--- src/rtl/tcm_dma_pkg.sv ---
// Shared definitions for the TCM DMA engine: FSM encoding and default sizes.
package tcm_pkg;

    localparam int unsigned ADDR_W_DEF = 13;
    localparam int unsigned LEN_W_DEF  = 14;

    localparam logic [7:0] WR_ALL  = 8'hFF;
    localparam logic [7:0] WR_NONE = 8'h00;

    typedef enum logic [1:0] {
        ST_IDLE = 2'd0,
        ST_RD   = 2'd1,
        ST_WR   = 2'd2,
        ST_DONE = 2'd3
    } state_e;

endpackage

--- src/rtl/tcm_dma.sv ---
// TCM DMA engine: word copy (read then write, 2 cycles/word) and pattern fill
// (1 cycle/word) over a single-port read-first TCM, addresses wrap modulo 2^ADDR_W.
// Fill mode is compiled in only when TCM_DMA_FILL_EN is defined; otherwise a fill
// command is accepted, touches no memory, and ends with done_o and err_o together.
module tcm_dma
    import tcm_pkg::*;
#(
    parameter int ADDR_W = ADDR_W_DEF,
    parameter int LEN_W  = LEN_W_DEF
) (
    input  logic              clk,
    input  logic              rst,
    input  logic              cmd_valid_i,
    output logic              cmd_ready_o,
    input  logic              cmd_fill_i,
    input  logic [ADDR_W-1:0] cmd_src_i,
    input  logic [ADDR_W-1:0] cmd_dst_i,
    input  logic [LEN_W-1:0]  cmd_len_i,
    input  logic [63:0]       cmd_pattern_i,
    output logic [ADDR_W-1:0] ram_addr_o,
    output logic [63:0]       ram_data_o,
    output logic [7:0]        ram_wr_o,
    input  logic [63:0]       ram_data_i,
    output logic              busy_o,
    output logic              done_o,
    output logic              err_o
);

    state_e            state_r;
    state_e            state_nxt_s;
    logic [ADDR_W-1:0] src_r;
    logic [ADDR_W-1:0] dst_r;
    logic [LEN_W-1:0]  rem_r;
    logic              fill_r;
    logic [63:0]       pattern_r;
    logic              err_r;
    logic              accept_s;
    logic              reject_s;
    logic              step_s;

    // Next-state and output decode; reset forces every output low immediately.
    always_comb begin
        state_nxt_s = state_r;
        accept_s    = 1'b0;
        reject_s    = 1'b0;
        step_s      = 1'b0;
        cmd_ready_o = 1'b0;
        busy_o      = 1'b0;
        done_o      = 1'b0;
        err_o       = 1'b0;
        ram_addr_o  = '0;
        ram_data_o  = 64'h0;
        ram_wr_o    = WR_NONE;
        if (rst) begin
            state_nxt_s = ST_IDLE;
        end else begin
            case (state_r)
                ST_IDLE: begin
                    cmd_ready_o = 1'b1;
                    if (cmd_valid_i) begin
                        accept_s = 1'b1;
`ifdef TCM_DMA_FILL_EN
                        reject_s = 1'b0;
`else
                        reject_s = cmd_fill_i;
`endif
                        if (reject_s || (cmd_len_i == '0)) begin
                            state_nxt_s = ST_DONE;
                        end else if (cmd_fill_i) begin
                            state_nxt_s = ST_WR;
                        end else begin
                            state_nxt_s = ST_RD;
                        end
                    end else begin
                        state_nxt_s = ST_IDLE;
                    end
                end
                ST_RD: begin
                    busy_o      = 1'b1;
                    ram_addr_o  = src_r;
                    state_nxt_s = ST_WR;
                end
                ST_WR: begin
                    busy_o     = 1'b1;
                    ram_addr_o = dst_r;
                    ram_data_o = fill_r ? pattern_r : ram_data_i;
                    ram_wr_o   = WR_ALL;
                    step_s     = 1'b1;
                    if (rem_r == LEN_W'(1)) begin
                        state_nxt_s = ST_DONE;
                    end else if (fill_r) begin
                        state_nxt_s = ST_WR;
                    end else begin
                        state_nxt_s = ST_RD;
                    end
                end
                ST_DONE: begin
                    busy_o      = 1'b1;
                    done_o      = 1'b1;
                    err_o       = err_r;
                    state_nxt_s = ST_IDLE;
                end
                default: begin
                    state_nxt_s = ST_IDLE;
                end
            endcase
        end
    end

    // State register plus command latch and inline address/length counter.
    always_ff @(posedge clk) begin
        if (rst) begin
            state_r   <= ST_IDLE;
            src_r     <= '0;
            dst_r     <= '0;
            rem_r     <= '0;
            fill_r    <= 1'b0;
            pattern_r <= 64'h0;
            err_r     <= 1'b0;
        end else begin
            state_r <= state_nxt_s;
            if (accept_s) begin
                src_r     <= cmd_src_i;
                dst_r     <= cmd_dst_i;
                rem_r     <= cmd_len_i;
                fill_r    <= cmd_fill_i;
                pattern_r <= cmd_pattern_i;
                err_r     <= reject_s;
            end else if (step_s) begin
                src_r <= src_r + ADDR_W'(1);
                dst_r <= dst_r + ADDR_W'(1);
                rem_r <= rem_r - LEN_W'(1);
            end else begin
                src_r <= src_r;
                dst_r <= dst_r;
                rem_r <= rem_r;
            end
        end
    end

endmodule
--- config.mk ---
export PLATFORM = sky130hd
export DESIGN_NAME = tcm_dma
export DESIGN_NICKNAME = d
export VERILOG_FILES = /design/src/rtl/tcm_dma_pkg.sv /design/src/rtl/tcm_dma.sv
export SDC_FILE = /design/constraint.sdc
export NUM_CORES = 1
export LEC_CHECK = 0
export ABC_AREA = 1
export BUFFER_PORTS_ARGS = -buffer_cell sky130_fd_sc_hd__buf_2
export CAP_MARGIN = 5
export CELL_PAD_IN_SITES_DETAIL_PLACEMENT = 1
export CELL_PAD_IN_SITES_GLOBAL_PLACEMENT = 1
export CORE_MARGIN = 4
export CORE_UTILIZATION = 30
export CTS_BUF_LIST = sky130_fd_sc_hd__clkbuf_2
export DETAILED_ROUTE_END_ITERATION = 10
export GPL_ROUTABILITY_DRIVEN = 0
export MAX_ROUTING_LAYER = met4
export PLACE_DENSITY = 0.86
export SLEW_MARGIN = 15
export SYNTH_ARGS = -nofsm -noshare
export SYNTH_HDL_FRONTEND = slang
export SYNTH_SLANG_ARGS = --single-unit
--- constraint.sdc ---
create_clock -name clk -period 1.72 [get_ports clk]
set_input_delay 0.086 -clock clk [delete_from_list [all_inputs] [get_ports clk]]
set_output_delay 0.086 -clock clk [all_outputs]
set_load 0.01 [all_outputs]
# After elaboration in Yosys (flattened, before gate mapping)

Index checks and enable logic that the tools add are counted.

Add/subtract/negate cells: 3
Eq/ne operators: 4
Mux-type cells: 34
Reductions and logical operators: 5

Operators by type and width:

| kind                                                | count |
|---|---|
| 2-to-1 mux 64 bit                                   | 3 |
| 2-to-1 mux 13 bit                                   | 5 |
| 2-to-1 mux 14 bit                                   | 2 |
| adder 13 x 1 -> 13 bit (second input constant)      | 2 |
| one-hot mux 13 bit (2 select lines)                 | 1 |
| 2-to-1 mux 8 bit                                    | 2 |
| 2-to-1 mux 1 bit                                    | 15 |
| == test 14 x 1 -> 1 bit (second input constant)     | 1 |
| zero test 14 bit                                    | 1 |
| subtractor 14 x 1 -> 14 bit (second input constant) | 1 |
| 2-to-1 mux 2 bit                                    | 5 |
| one-hot mux 2 bit (4 select lines)                  | 1 |
| == test 2 bit (second input constant)               | 2 |
| OR reduction 3 bit                                  | 1 |
| == test 2 x 1 -> 1 bit (second input constant)      | 1 |
| zero test 2 bit                                     | 1 |
| nonzero test 2 bit                                  | 1 |
| logical OR 1 bit                                    | 1 |

Bits in registers: 108
Input port bits: 172
Output and inout bits: 89
Logic and storage cells: 53

# Logic depth before layout (Yosys ltp)

Gate-level depths: netlist of run 1.

Word-level depth: 5
Depth in mapped cells: 11
Depth with buffers taken out: 10

# Least setup slack after synthesis of run 1

Ideal clock, no wire load.

Kind: register -> output
From: register state_r[0]
To: output port ram_data_o[59]
Arrival time: 1450 ps
Data required time: 1634 ps
Setup slack: 184 ps
Cell stages (with the launch flop): 10
Path buffers: 3
Cells stage by stage: dfxtp_1 inv_1 ha_1 buf_4 inv_2 nor2_4 buf_4 buf_4 o21ai_0 a21oi_1

Cells in the longest elaborated chain, start to end: 3

Ends and longest elaborated chain:

| what                   | RTL line       | source |
|---|---|---|
| start, declared        | tcm_dma.sv:29  | `state_e state_r;` |
| start signal, assigned | tcm_dma.sv:121 | `state_r <= state_nxt_s;` |
| == test 2 bit          | tcm_dma.sv:57  | `case (state_r)` |
| 2-to-1 mux 64 bit      | tcm_dma.sv:57  |  |
| 2-to-1 mux 64 bit      | tcm_dma.sv:54  | `if (rst) begin` |
| end, declared          | tcm_dma.sv:21  | `output logic [63:0] ram_data_o,` |

No other way between the ends.

# Worst setup path after layout of run 1

From: register state_r[0]
To: output port ram_data_o[55]

The elaborated chain is that of the path after synthesis.

==> flow_summary.json, run 1 <==
{
  "grt_pass1_wl_mm": 50.5,
  "grt_usage_pct": 27.6,
  "cp_max_fo": 16,
  "synth_compound_area_share_pct": 28.1,
  "root_buffer": "clkbuf_2",
  "core_region_area_um2": 20400,
  "fin_worst_skew_ns": 0.0644,
  "slew_viol_final": 0,
  "area_growth_pct": 73.7,
  "post-place-ws_ns": -0.0213,
  "synth_top_area_share_pct": 34.3,
  "maxCapViolCount": 0,
  "synthAdderAreaFrac_pct": 1.79,
  "hold_violations": 0,
  "grt_pass1_vias": 9213,
  "finalInstanceArea_um2": 11000,
  "worstPathRequired_ns": 1.63,
  "synth-simple-area-share_pct": 20.4,
  "p_leak_uw": 0.00483,
  "synth_area_um2": 6310,
  "maxSlewHeadroom_pct": 67.9,
  "critPathKind": "reg2out",
  "rsz0062_at_grt": "yes",
  "drtAntennaViolNets": 0,
  "die_area_um2": 23400,
  "final_cell_mix": "buf_2 (240), nand2_1 (140), inv_1 (129), dlygate4sd3_1 (109), a21oi_1 (108)",
  "die_w_um": 153,
  "fin_crit_ns": 2.28,
  "fin_crit_sh_pct": 133,
  "cts_tree": "built",
  "fillCellCount": 2506,
  "setup_viol": 124,
  "synth-xor-area-share_pct": 0.555,
  "drt-initial-drc-count": 520,
  "wl_per_cell_um": 23.2,
  "final_common_cell": "buf_2",
  "fmax_mhz": 439,
  "multi_input_area_um2": 4060,
  "worst_slack_ns": -0.559,
  "row_count": 52,
  "synthesis.nets": 1156,
  "postSynthRegisterBits": 108,
  "fp.dieH_um": 153,
  "netlist_instances": 975,
  "synth_top_family_by_area": "compound AO/OA/AOI/OAI gates",
  "initial_core_util_pct": 30.9,
  "viasPerCell": 5.50,
  "antenna_found_initial": 6,
  "synth_largest_area_cell": "dfxtp_1",
  "crit_arrival_ns": 2.19,
  "critPathLaunchType": "flip-flop",
  "drt_pass1_iterations": 5,
  "grt_remaining_overflow": 0,
  "place_area_um2": 7930,
  "hp-class": "in2reg",
  "violations": "negative setup slack",
  "cp-end-kind": "output pin",
  "power.density_nw_per_um2": 615,
  "vdd_drop_max_uv": 383,
  "worst_pin_slew_ns": 0.480,
  "drc": 0,
  "clk_transition_reported_paths_ns": 0.37,
  "post-dp-hpwl_mm": 19.0,
  "yosysSeqAreaShare_pct": 34.3,
  "grt_max_degree": 68,
  "drive_above_1_share_pct": 39.8,
  "status": "complete, but fails checks",
  "cts_max_path_buffers": 2,
  "synth_mux_area_share_pct": 0,
  "clk-insertion-delay-late_ns": 0.66,
  "ys_types": 35,
  "ioPinCount": 261,
  "routed_wl_mm": 38.1,
  "via_count": 9055,
  "portBuffers": 260,
  "synthTopCellsByArea": "dfxtp_1 (34%), a21oi_1 (13%), o21ai_0 (9.8%)",
  "nets": 1547,
  "htreeDepth": 3,
  "cts_made_buffers": 9,
  "regArea_um2": 2170,
  "numClockSinks": 108,
  "ys_warn_count": 0,
  "syn_area_per_cell_um2": 6.47
}
-- layout make-up --
| class | instances | share of cell area [%] |
|---|---|---|
| Antenna cell | 6 | 0.137 |
| Sequential cell | 108 | 19.8 |
| Clock buffer | 9 | 0.411 |
| Clock inverter | 7 | 1.32 |
| Timing Repair Buffer | 450 | 33.2 |
| Inverter | 143 | 4.97 |
| Multi-Input combinational cell | 654 | 37.1 |
| Tap cell | 270 | 3.08 |
-- stage by stage --
step                hold WS, ns  TNS [ns]  total power [uW]  util, %  cells
global route              0.151    -58.86              7000     53.6   1647
finish                    0.177    -44.48              6740     53.6   1647
floorplan                 0.233         0              3570        -    975
detailed placement        0.365   -0.0502              4110     38.8   1467
CTS                       0.125    -38.74              6290     48.9   1622
global placement          0.353         0              4050     38.8   1467
-- power breakdown --
part / switching [uW] / internal [uW]
sequential: 139 / 2680
combinational: 1230 / 905
clock: 1000 / 786
-- logic make-up (layout without fill, tap and decap cells) --
group                      Yosys count  in the layout
AOI/OAI and AO/OA                  336            336
other                                0              6
xor gates and xnor gates             4              4
and+or+nand+nor                    303            305
DFF                                108            108
buffers and inverters              215            609
adders and majority gates            9              9
-- worst max-delay path: stages, from the launching register on --
cell	delay (ns)
dfxtp_2	0.41
inv_2	0.07
ha_4	0.13
inv_2	0.04
nor2_4	0.11
buf_6	0.14
buf_12	0.16
o21ai_0	0.11
a21oi_1	0.20
buf_2	0.18
-- Yosys cell counts --
| library cell | number |
|---|---|
| buf_1 | 5 |
| inv_2 | 8 |
| o221ai_1 | 2 |
| buf_6 | 6 |
| nor2_4 | 2 |
| o22ai_2 | 3 |
| o21ai_1 | 22 |
| nor2_1 | 70 |
| a211oi_1 | 11 |
| nor2_2 | 2 |
| nand3_1 | 44 |
| buf_4 | 16 |
| o22ai_1 | 3 |
| nand3b_1 | 2 |
| a21oi_1 | 159 |
| o21ai_0 | 124 |
| nand3_4 | 1 |
| inv_1 | 134 |
| nor3_1 | 3 |
| xor2_1 | 3 |
| clkbuf_1 | 26 |
| a31oi_1 | 5 |
| dfxtp_1 | 108 |
| a21oi_2 | 4 |
| or2_2 | 7 |
| nand2_2 | 2 |
| buf_2 | 19 |
| nand2_4 | 1 |
| inv_4 | 1 |
| nand2_1 | 161 |
| o211ai_1 | 2 |
| o21ai_2 | 1 |
| ha_1 | 9 |
| xnor2_1 | 1 |
| nand4_1 | 8 |
-- registers in the layout (all words and copies together), names as in the netlist --
signal,count
rem_r,14
err_r,1
fill_r,1
src_r,13
state_r,2
dst_r,13
pattern_r,64
-- worst paths after layout --
path,cells after the start,startpoint,to,slack (ns)
worst max-delay path,9,state_r[0]$_SDFF_PP0_,ram_data_o[55],-0.56
worst min-delay path,8,rst,rem_r[2]$_SDFFE_PP0P_,0.18
worst max register to register,15,state_r[0]$_SDFF_PP0_,rem_r[10]$_SDFFE_PP0P_,-0.29
worst min register to register,2,pattern_r[19]$_SDFFE_PP0P_,pattern_r[19]$_SDFFE_PP0P_,0.50
-- what timing repair did --
item / 4_1_cts / 5_1_grt
endpoints found under the hold margin: 108 / 0
pin swaps: 9 / 43
hold buffers: 110 / 0
cloned: 9 / 6
setup endpoints to repair: 101 / 125
resized for setup: 106 / 204
buffers inserted: 21 / 17
-- routing by layer --
layer  GRT usage [%]  vias to the layer above  share of wire, %
met2            48.2                      516                50
li1                -                     3977                 -
met5               -                        -                 0
met4            12.8                        0               6.4
met1            29.8                     4385                37
met3            6.05                      177               6.8
No activity file was read; power rests on OpenSTA's default activity.
==> inputs of run 2 (changes only) <==
- BUFFER_PORTS_ARGS: -buffer_cell sky130_fd_sc_hd__buf_2 -> not set
- DONT_BUFFER_PORTS: not set -> 1
- PLACE_DENSITY: 0.86 -> 0.7
==> run 2 against run 1 <==
Effect of this change: final cell count fell by 14%; worst setup slack got worse by 0.0042 ns; core utilization fell by 0.45 points; clock skew fell by 0.020 ns; non-clock buffer count fell by 217; the flow still finishes with violations (negative setup slack); clock power fell by 26%; sequential share of layout area rose by 0.15 points; largest cell class unchanged; largest power group unchanged; fmax fell by 0.18%; highest routed layer unchanged; combinational power rose by 3%.
==> flow_summary.json, run 2 (synthesized netlist as in run 1, its figures left out) <==
{
  "status": "complete, but fails checks",
  "violations": "negative setup slack",
  "core_region_area_um2": 20400,
  "place_inst": 1229,
  "area_growth_pct": 72.2,
  "root_buffer": "clkbuf_2",
  "regArea_um2": 2170,
  "routed_wl_mm": 35.2,
  "cts_made_buffers": 9,
  "row_count": 52,
  "grt_remaining_overflow": 0,
  "antenna_found_initial": 1,
  "fin_crit_sh_pct": 133,
  "drc": 0,
  "slew_viol_final": 0,
  "regMostFlops": "pattern_r",
  "die_w_um": 153,
  "drive_above_1_share_pct": 36.6,
  "grt_usage_pct": 24.2,
  "drt_pass1_iterations": 5,
  "critPathLaunchType": "flip-flop",
  "worstPathRequired_ns": 1.63,
  "final_common_cell": "inv_1",
  "ioPinCount": 261,
  "critPathKind": "reg2out",
  "vdd_drop_max_uv": 305,
  "power.density_nw_per_um2": 583,
  "cts_tree": "built",
  "post-dp-hpwl_mm": 17.0,
  "clk_transition_reported_paths_ns": 0.35,
  "via_count": 7889,
  "hp-class": "in2reg",
  "clk-insertion-delay-late_ns": 0.69,
  "p_leak_uw": 0.00407,
  "cp-end-kind": "output pin",
  "fin_worst_skew_ns": 0.0442,
  "final_cell_mix": "inv_1 (131), nand2_1 (130), dlygate4sd3_1 (110), dfxtp_1 (105), a21oi_2 (89)",
  "cp_max_fo": 7,
  "cts_max_path_buffers": 2,
  "worst_pin_slew_ns": 0.833,
  "viasPerCell": 5.54,
  "power_uw": 6330,
  "largest_reg_flops": 64,
  "wl_per_cell_um": 24.7,
  "fillCellCount": 2325,
  "portBuffers": 0,
  "worst_slack_ns": -0.564,
  "die_area_um2": 23400,
  "maxCapViolCount": 0,
  "stdcell_count": 1424,
  "multi_input_area_um2": 4780,
  "drtAntennaViolNets": 0,
  "maxSlewHeadroom_pct": 44.3,
  "top_regs": "pattern_r (64), rem_r (14)",
  "drt-initial-drc-count": 526,
  "fmax_mhz": 438,
  "fp.dieH_um": 153,
  "grt_pass1_wl_mm": 44.1,
  "fin_tns_setup_ns": -52.23,
  "nets": 1329,
  "hold_violations": 0,
  "htreeDepth": 3,
  "rsz0062_at_grt": "yes",
  "fin_crit_ns": 2.28,
  "numClockSinks": 108,
  "grt_max_degree": 62,
  "setup_viol": 171,
  "initial_core_util_pct": 30.9,
  "crit_arrival_ns": 2.20,
  "grt_pass1_vias": 7704
}
## run 2: changes by cell type in the layout (fill, tap and decap cells not counted), sizes merged
cell / delta
clkinv: +4
clkbuf: +6
bufbuf: +1
bufinv: -4
buf: -225
nand2: -1
dlygate4sd3: +1
diode: -5
## run 2: critical path, cell delays in order, from the launching register on
cell	delay, ns
dfxtp_2	0.41
inv_2	0.08
ha_4	0.14
inv_2	0.04
nor2_4	0.16
buf_6	0.17
buf_12	0.16
buf_4	0.14
o21ai_4	0.07
a21oi_4	0.17
## run 2: repair_timing
action                                 4_1_cts  5_1_grt
buffers inserted                            21       26
pin swaps                                   17       45
gates cloned                                12       14
setup endpoints to repair                   98      152
hold buffers                               105        7
endpoints found under the hold margin      108       29
resized for setup                          225      261
## run 2: stage by stage
step	util [%]	instance area (um^2)	setup WS (ns)	hold slack, ns
finish	53.2	10900	-0.564	0.0759
global route	53.2	10900	-0.706	0.0133
CTS	45.0	9200	-0.539	-0.418
detailed placement	33.3	6800	-0.00628	0.163
global placement	33.3	6800	0.0779	0.159
floorplan	-	6310	0.184	0.233
## run 2: final cells by class
cell class | count | area share (%)
Clock buffer | 9 | 0.415
Inverter | 143 | 5.08
Tap cell | 270 | 3.11
Multi-Input combinational cell | 653 | 44.0
Clock inverter | 7 | 0.726
Sequential cell | 108 | 20.0
Timing Repair Buffer | 233 | 26.6
Antenna cell | 1 | 0.0230
## run 2: worst paths after layout
path                                    from                         end  slack, ns  cells after the start
setup / recovery       state_r[0]$_SDFF_PP0_              ram_data_o[28]      -0.56                      9
hold / removal                  cmd_dst_i[5]       dst_r[5]$_SDFFE_PP0P_       0.08                      3
setup reg to reg       state_r[0]$_SDFF_PP0_      src_r[10]$_SDFFE_PP0P_      -0.22                     13
hold reg to reg   pattern_r[50]$_SDFFE_PP0P_  pattern_r[50]$_SDFFE_PP0P_       0.49                      2
## run 2: where the power goes
group          leakage (uW)  switching, uW  internal [uW]
Sequential         0.000886            136           2680
Combinational       0.00311           1260            932
Clock             0.0000745           1080            251
Total               0.00407           2470           3870
## run 2: layer usage
metal	part of all wire, %	GRT usage, %
met1	37	27.2
met3	5.9	5.91
met4	4.7	7.93
met5	0	-
met2	52	42.3
